File: config.mk
export PLATFORM = sky130hd
export DESIGN_NAME = mem_port_arbiter
export DESIGN_NICKNAME = d
export VERILOG_FILES = /design/src/rtl/mem_arb_pkg.sv /design/src/rtl/mem_arb_wq.sv /design/src/rtl/mem_port_arbiter.sv
export SDC_FILE = /design/constraint.sdc
export NUM_CORES = 1
export LEC_CHECK = 0
export BUFFER_PORTS_ARGS = -buffer_cell sky130_fd_sc_hd__buf_4
export CORE_MARGIN = 5
export CORE_UTILIZATION = 50
export CTS_CLUSTER_DIAMETER = 100
export DETAILED_ROUTE_END_ITERATION = 16
export PLACE_DENSITY = 0.69
export RECOVER_POWER = 25
export SYNTH_ARGS = -nofsm -noshare
export SYNTH_HDL_FRONTEND = slang
export SYNTH_SLANG_ARGS = --single-unit
File: constraint.sdc
create_clock -name clk -period 9.24 [get_ports clk]
set_input_delay 0 -clock clk [delete_from_list [all_inputs] [get_ports clk]]
set_output_delay 0 -clock clk [all_outputs]
set_load 0.005 [all_outputs]
File: src/rtl/mem_arb_pkg.sv
`default_nettype none
// ============================================================================
//  Module      : mem_arb_pkg
//  Description : Shared widths and the load-pipe entry type for the memory
//                port arbiter.
//  Revision    : 1.0
// ============================================================================
package mem_arb_pkg;

    localparam int DATA_W = 16;
    localparam int ADDR_W = 16;
    localparam int ROB_W  = 6;

    // One in-flight load: forwarded loads carry their data with them so the
    // response mux never has to look back into the write queue.
    typedef struct packed {
        logic              valid;
        logic [ROB_W-1:0]  rob;
        logic              fwd;
        logic [DATA_W-1:0] data;
    } ld_pipe_t;

endpackage
`default_nettype wire

File: src/rtl/mem_arb_wq.sv
`default_nettype none
// ============================================================================
//  Module      : mem_arb_wq
//  Description : Committed-store write queue (FIFO) with an address search
//                port returning the youngest matching entry.
//  Revision    : 1.0
// ============================================================================
module mem_arb_wq
    import mem_arb_pkg::*;
#(
    parameter int WQ_DEPTH = 4
) (
    input  logic              clk,
    input  logic              reset,
    input  logic              push,
    input  logic [ADDR_W-1:0] push_addr,
    input  logic [DATA_W-1:0] push_data,
    input  logic              pop,
    output logic [ADDR_W-1:0] head_addr,
    output logic [DATA_W-1:0] head_data,
    output logic              full,
    output logic              empty,
    input  logic [ADDR_W-1:0] srch_addr,
    output logic              srch_hit,
    output logic [DATA_W-1:0] srch_data
);

    localparam int PTR_W = $clog2(WQ_DEPTH);
    localparam int CNT_W = PTR_W + 1;

    logic [ADDR_W-1:0] r_addr_q [WQ_DEPTH];
    logic [DATA_W-1:0] r_data_q [WQ_DEPTH];

    logic [PTR_W-1:0] r_wr_ptr_q, w_wr_ptr_d;
    logic [PTR_W-1:0] r_rd_ptr_q, w_rd_ptr_d;
    logic [CNT_W-1:0] r_count_q,  w_count_d;
    logic [PTR_W-1:0] w_idx;

    assign full      = (r_count_q == CNT_W'(WQ_DEPTH));
    assign empty     = (r_count_q == '0);
    assign head_addr = r_addr_q[r_rd_ptr_q];
    assign head_data = r_data_q[r_rd_ptr_q];

    always_comb begin
        w_wr_ptr_d = r_wr_ptr_q;
        w_rd_ptr_d = r_rd_ptr_q;
        w_count_d  = r_count_q;
        if (push) begin
            w_wr_ptr_d = r_wr_ptr_q + PTR_W'(1);
        end
        if (pop) begin
            w_rd_ptr_d = r_rd_ptr_q + PTR_W'(1);
        end
        case ({push, pop})
            2'b10:   w_count_d = r_count_q + CNT_W'(1);
            2'b01:   w_count_d = r_count_q - CNT_W'(1);
            default: w_count_d = r_count_q;
        endcase
    end

    // Walk oldest to youngest so the last hit seen is the youngest store.
    always_comb begin
        srch_hit  = 1'b0;
        srch_data = '0;
        w_idx     = '0;
        for (int i = 0; i < WQ_DEPTH; i++) begin
            w_idx = r_rd_ptr_q + PTR_W'(i);
            if ((CNT_W'(i) < r_count_q) && (r_addr_q[w_idx] == srch_addr)) begin
                srch_hit  = 1'b1;
                srch_data = r_data_q[w_idx];
            end
        end
    end

    always_ff @(posedge clk) begin
        if (reset) begin
            r_wr_ptr_q <= '0;
            r_rd_ptr_q <= '0;
            r_count_q  <= '0;
        end else begin
            r_wr_ptr_q <= w_wr_ptr_d;
            r_rd_ptr_q <= w_rd_ptr_d;
            r_count_q  <= w_count_d;
        end
    end

    always_ff @(posedge clk) begin
        if (push) begin
            r_addr_q[r_wr_ptr_q] <= push_addr;
            r_data_q[r_wr_ptr_q] <= push_data;
        end
    end

endmodule
`default_nettype wire

File: src/rtl/mem_port_arbiter.sv
`default_nettype none
// ============================================================================
//  Module      : mem_port_arbiter
//  Description : Shares a single-ported data memory between speculative loads
//                and committed stores. Optional store-to-load forwarding is
//                enabled by defining MEM_ARB_FWD_EN.
//  Revision    : 1.0
// ============================================================================
module mem_port_arbiter
    import mem_arb_pkg::*;
#(
    parameter int WQ_DEPTH   = 4,
    parameter int MEM_LAT    = 3,
    parameter int STARVE_MAX = 4
) (
    input  logic              clk,
    input  logic              reset,
    input  logic              flush,
    input  logic              ld_valid,
    input  logic [ADDR_W-1:0] ld_addr,
    input  logic [ROB_W-1:0]  ld_rob,
    output logic              ld_ready,
    input  logic              st_valid,
    input  logic [ADDR_W-1:0] st_addr,
    input  logic [DATA_W-1:0] st_data,
    output logic              st_ready,
    output logic              mem_ren,
    output logic              mem_wen,
    output logic [ADDR_W-1:0] mem_addr,
    output logic [DATA_W-1:0] mem_wdata,
    input  logic [DATA_W-1:0] mem_rdata,
    output logic              resp_valid,
    output logic [DATA_W-1:0] resp_data,
    output logic [ROB_W-1:0]  resp_rob
);

    localparam int SC_W = $clog2(STARVE_MAX + 1);

    logic              w_wq_full;
    logic              w_wq_empty;
    logic [ADDR_W-1:0] w_head_addr;
    logic [DATA_W-1:0] w_head_data;
    logic              w_wq_hit;
    logic [DATA_W-1:0] w_wq_hit_data;

    logic              w_st_accept;
    logic              w_st_match;
    logic              w_conflict;
    logic              w_fwd;
    logic [DATA_W-1:0] w_fwd_data;
    logic              w_starved;
    logic              w_grant_st;
    logic              w_grant_ld;

    logic [SC_W-1:0]   r_starve_q, w_starve_d;
    ld_pipe_t          r_pipe_q [MEM_LAT];
    ld_pipe_t          w_pipe_d [MEM_LAT];

    mem_arb_wq #(
        .WQ_DEPTH (WQ_DEPTH)
    ) u_wq (
        .clk       (clk),
        .reset     (reset),
        .push      (w_st_accept),
        .push_addr (st_addr),
        .push_data (st_data),
        .pop       (w_grant_st),
        .head_addr (w_head_addr),
        .head_data (w_head_data),
        .full      (w_wq_full),
        .empty     (w_wq_empty),
        .srch_addr (ld_addr),
        .srch_hit  (w_wq_hit),
        .srch_data (w_wq_hit_data)
    );

    assign st_ready    = !w_wq_full;
    assign w_st_accept = st_valid && !w_wq_full;
    assign w_st_match  = w_st_accept && (st_addr == ld_addr);
    assign w_starved   = (r_starve_q == SC_W'(STARVE_MAX));

`ifdef MEM_ARB_FWD_EN
    assign w_conflict = 1'b0;
    assign w_fwd      = w_st_match || w_wq_hit;
`else
    assign w_conflict = w_st_match || w_wq_hit;
    assign w_fwd      = 1'b0;
`endif
    // Incoming store is younger than anything already queued.
    assign w_fwd_data = w_st_match ? st_data : w_wq_hit_data;

    // A load stalled on a queued address cannot use the port, so the queue
    // drains instead; otherwise the load and its blocking store deadlock.
    assign w_grant_st = !w_wq_empty && (!ld_valid || w_wq_full || w_starved || w_conflict);
    assign ld_ready   = !w_grant_st && !w_conflict && !flush;
    assign w_grant_ld = ld_valid && ld_ready;

    assign mem_ren   = w_grant_ld;
    assign mem_wen   = w_grant_st;
    assign mem_addr  = w_grant_st ? w_head_addr : ld_addr;
    assign mem_wdata = w_head_data;

    always_comb begin
        w_starve_d = r_starve_q;
        if (w_wq_empty || w_grant_st) begin
            w_starve_d = '0;
        end else if (w_grant_ld && !w_starved) begin
            w_starve_d = r_starve_q + SC_W'(1);
        end
    end

    always_comb begin
        w_pipe_d[0] = '{valid: w_grant_ld, rob: ld_rob, fwd: w_fwd, data: w_fwd_data};
        for (int i = 1; i < MEM_LAT; i++) begin
            w_pipe_d[i] = r_pipe_q[i-1];
        end
        if (flush) begin
            for (int i = 0; i < MEM_LAT; i++) begin
                w_pipe_d[i].valid = 1'b0;
            end
        end
    end

    always_ff @(posedge clk) begin
        if (reset) begin
            r_starve_q <= '0;
            for (int i = 0; i < MEM_LAT; i++) begin
                r_pipe_q[i] <= '0;
            end
        end else begin
            r_starve_q <= w_starve_d;
            r_pipe_q   <= w_pipe_d;
        end
    end

    assign resp_valid = r_pipe_q[MEM_LAT-1].valid;
    assign resp_rob   = r_pipe_q[MEM_LAT-1].rob;
    assign resp_data  = r_pipe_q[MEM_LAT-1].fwd ? r_pipe_q[MEM_LAT-1].data : mem_rdata;

endmodule
`default_nettype wire

==> results.py <==
metrics = {
    "layout": {
        "nets": 776,
        "fillerInstances": 1315,
        "area_delta_synth_final_pct": 19.2,
        "layout_common_cells": "128 x edfxtp_1, 90 x buf_4, 49 x mux4_2",
        "diodes": 0,
        "drive_above_1_share": 0.280,
        "stdcell_count": 929,
        "layout_commonest_cell": "edfxtp_1",
    },
    "floorplanning": {
        "start_util": 0.503,
        "num_rows": 48,
        "die_area_sq_um": 19900,
        "ioPinCount": 134,
        "fp.dieH_microns": 141,
        "fp.dieW_microns": 141,
        "coreArea_sq_um": 17100,
    },
    "critical_path": {
        "cp-endpoint": "mem_addr[4]",
        "startpoint": "u_wq.r_rd_ptr_q[0]",
        "cp.depth": 11,
        "required_ps": 9240,
        "path_class": "reg -> out",
        "cp_max_fo": 56,
        "cp_num_buf_inv": 3,
        "regToRegEndpoint": "u_wq.r_count_q[2]",
        "max_stage_delay_ps": 700,
        "end_kind": "output port",
        "r2r_cells": 11,
        "cp_cell_sequence": "buf_4 > mux4_1 > xnor2_1 > nand4_1 > a2111oi_2 > a31oi_1 > nand4_2 > o21a_1 > buf_4 > mux2_2 > buf_4",
        "startpoint_type": "flip-flop",
        "worst-r2r-setup-slack_ps": 5400,
        "cp_common_cell": "buf_4",
        "critPathArrivalTime_ps": 4260,
        "crit_slowest_cell": "buf_4",
        "cpLargestDelayFamily": "buffers and inverters",
        "reg2reg_from": "u_wq.r_rd_ptr_q[0]",
    },
    "yosys": {
        "yosys-top-cells-area": "edfxtp_1 45%, mux4_2 13%, dfxtp_1 7.7%",
        "ys_seq_elements": 161,
        "yosys.cell_types.count": 54,
        "synth_edf_count": 128,
        "synthesis.nets": 669,
        "synth_top_cell_area_share": 0.447,
        "synth_area_sq_um": 8600,
        "yosys.area.top_type": "edfxtp_1",
        "synth_ff_type": "edfxtp_1",
        "seq_area_frac_synth": 0.523,
        "syn_avg_cell_area_sq_um": 14.7,
        "synth_cells": 584,
        "async_flop_share": 0,
        "yosys_warnings": 0,
    },
    "routing": {
        "vias": 5386,
        "drt-total-wl_microns": 20500,
        "initialDrtViolationCount": 357,
        "drtAntennaViolNets": 0,
        "drc": 0,
        "drt_first_pass_iters": 6,
        "routedWlPerCell_microns": 22.0,
        "vias_per_cell": 5.80,
    },
    "placement": {
        "post-place-ws_ps": 5350,
        "place_inst": 855,
        "hpwl_microns": 13700,
        "portBuffers": 101,
        "place.gp.congestion": 0.919,
    },
    "timing": {
        "maxSlewHeadroom": 0.208,
        "grt_setup_unrepaired": "no",
        "fmax_mhz": 235,
        "finalSetupViolCount": 0,
        "period_share": 0.461,
        "max_slew.worst_pin.slew_ps": 1190,
        "fin_ws_ps": 4980,
        "fin_worst_skew_ps": 6.28,
        "hold_ws_ps": 0.00172,
        "finalMaxSlewViolations": 0,
        "hold_violations": 0,
        "fin_setup_tns_ps": 0,
        "finalCriticalPeriod_ps": 4260,
    },
    "global_route": {
        "gr-total-overflow": 0,
        "grt.total_usage": 0.211,
        "grt_pass1_vias": 5649,
        "antenna_found_initial": 0,
        "grt_max_degree": 57,
        "grt_pass1_wl_microns": 31900,
    },
    "power_and_ir_drop": {
        "finalPower_mw": 2.63,
        "max-vdd-ir-drop_mv": 0.146,
        "p_per_area_nw_per_um2": 256,
        "p_leak_nw": 3.57,
    },
    "worst_hold_path": {
        "hp-start": "mem_rdata[8]",
        "hold_class": "in -> out",
    },
    "cts": {
        "cts_max_level": 4,
        "cts_sinks": 161,
        "clkTransAtPathRegs_ps": 60,
        "root_buffer": "clkbuf_16",
        "cts-buffers-inserted": 17,
        "cts_setup_buffers": 0,
        "cts_buffer_depth": 2,
        "clock_latency_ps": 420,
        "cts_tree": "yes",
    },
    "status": {
        "run_status": "complete, no violations",
    },
    "flow_run": {
        "cap_violations": 0,
    },
}
==> how the worst min path moves through the flow <==
stage,endpoint,depth (start not counted),slack (ps)
6_report,resp_data[8],0,0.002
5_1_grt,resp_data[5],0,0.01
4_1_cts,resp_data[0],0,0.04
3_5_place_dp,resp_data[0],0,0.04
3_3_place_gp,resp_data[0],0,0.04
2_1_floorplan,ld_ready,1,40
==> cells by family (layout without fill, tap and decap cells) <==
family,after synthesis,count (layout),synth area share
xor+xnor,82,82,0.0835
fa+ha+maj,10,10,0.0145
flops,161,161,0.523
mux,123,123,0.230
simple gates,92,92,0.0609
compound gates,41,41,0.0333
buf+inv,75,195,0.0547
==> worst register-to-register path: stages (launching register included) <==
cell	delay, ps
dfxtp_2	320
buf_4	700
mux4_1	480
xnor2_1	370
nand4_1	170
a2111oi_2	380
a31oi_1	180
nand4_2	210
o21a_1	160
ha_1	290
or3_1	360
a21oi_1	160
==> per-stage QoR <==
step	utilization	instance area [sq um]
2_1_floorplan	-	8600
3_3_place_gp	0.542	9280
3_5_place_dp	0.542	9280
4_1_cts	0.603	10300
5_1_grt	0.599	10300
6_report	0.599	10300
==> sequential cells by signal, indices dropped and copies added, names as in the netlist, named ones only <==
register         flops
r_pipe_q            14
r_starve_q           3
resp_rob             6
resp_valid           1
u_wq.r_addr_q       64
u_wq.r_count_q       3
u_wq.r_data_q       64
u_wq.r_rd_ptr_q      2
u_wq.r_wr_ptr_q      2
==> per-layer routing <==
metal,vias to the layer above,global-route usage,part of all wire
li1,2435,-,-
met1,2733,0.273,0.41
met2,183,0.352,0.51
met3,35,0.0458,0.061
met4,0,0.0765,0.021
met5,-,0,0
==> power by group <==
| part | internal (mW) | switching [mW] |
|---|---|---|
| clock | 0.436 | 0.302 |
| sequential | 0.859 | 0.0646 |
| combinational | 0.498 | 0.467 |
| total | 1.79 | 0.834 |
==> synthesized netlist by cell type (2+ instances only) <==
| master | number |
|---|---|
| nand3_1 | 4 |
| nor2b_1 | 21 |
| buf_2 | 12 |
| mux4_1 | 5 |
| nor2_1 | 11 |
| nor3b_1 | 3 |
| and2_1 | 2 |
| nor4_1 | 15 |
| buf_4 | 27 |
| o21ai_0 | 3 |
| mux2_2 | 16 |
| ha_1 | 10 |
| nand4_1 | 9 |
| a21oi_1 | 10 |
| buf_6 | 7 |
| mux4_2 | 49 |
| nand3b_1 | 2 |
| a2bb2oi_1 | 3 |
| nor3_1 | 5 |
| o21a_1 | 2 |
| mux2_4 | 6 |
| clkbuf_1 | 14 |
| o22ai_1 | 4 |
| xnor2_1 | 46 |
| a31oi_1 | 3 |
| a311oi_1 | 2 |
| o31ai_1 | 2 |
| nand2_1 | 11 |
| edfxtp_1 | 128 |
| mux2i_1 | 47 |
| dfxtp_1 | 33 |
| and3_1 | 4 |
| xor2_1 | 36 |
| o2111ai_1 | 2 |
| inv_1 | 11 |
==> timing repair <==
action / in CTS / in global routing
resized for setup: 0 / 0
hold buffers: 42 / 0
hold endpoints to repair: 156 / 0
==> area by class of cell <==
class	instances	area, sq um	share of cell area
Clock inverter	14	193	0.0188
Multi-Input combinational cell	348	3630	0.354
Clock buffer	18	429	0.0419
Inverter	12	45.0	0.00439
Timing Repair Buffer	151	1170	0.114
Tap cell	225	282	0.0275
Sequential cell	161	4510	0.440
Note: power is estimated with default switching activity, not from simulation.
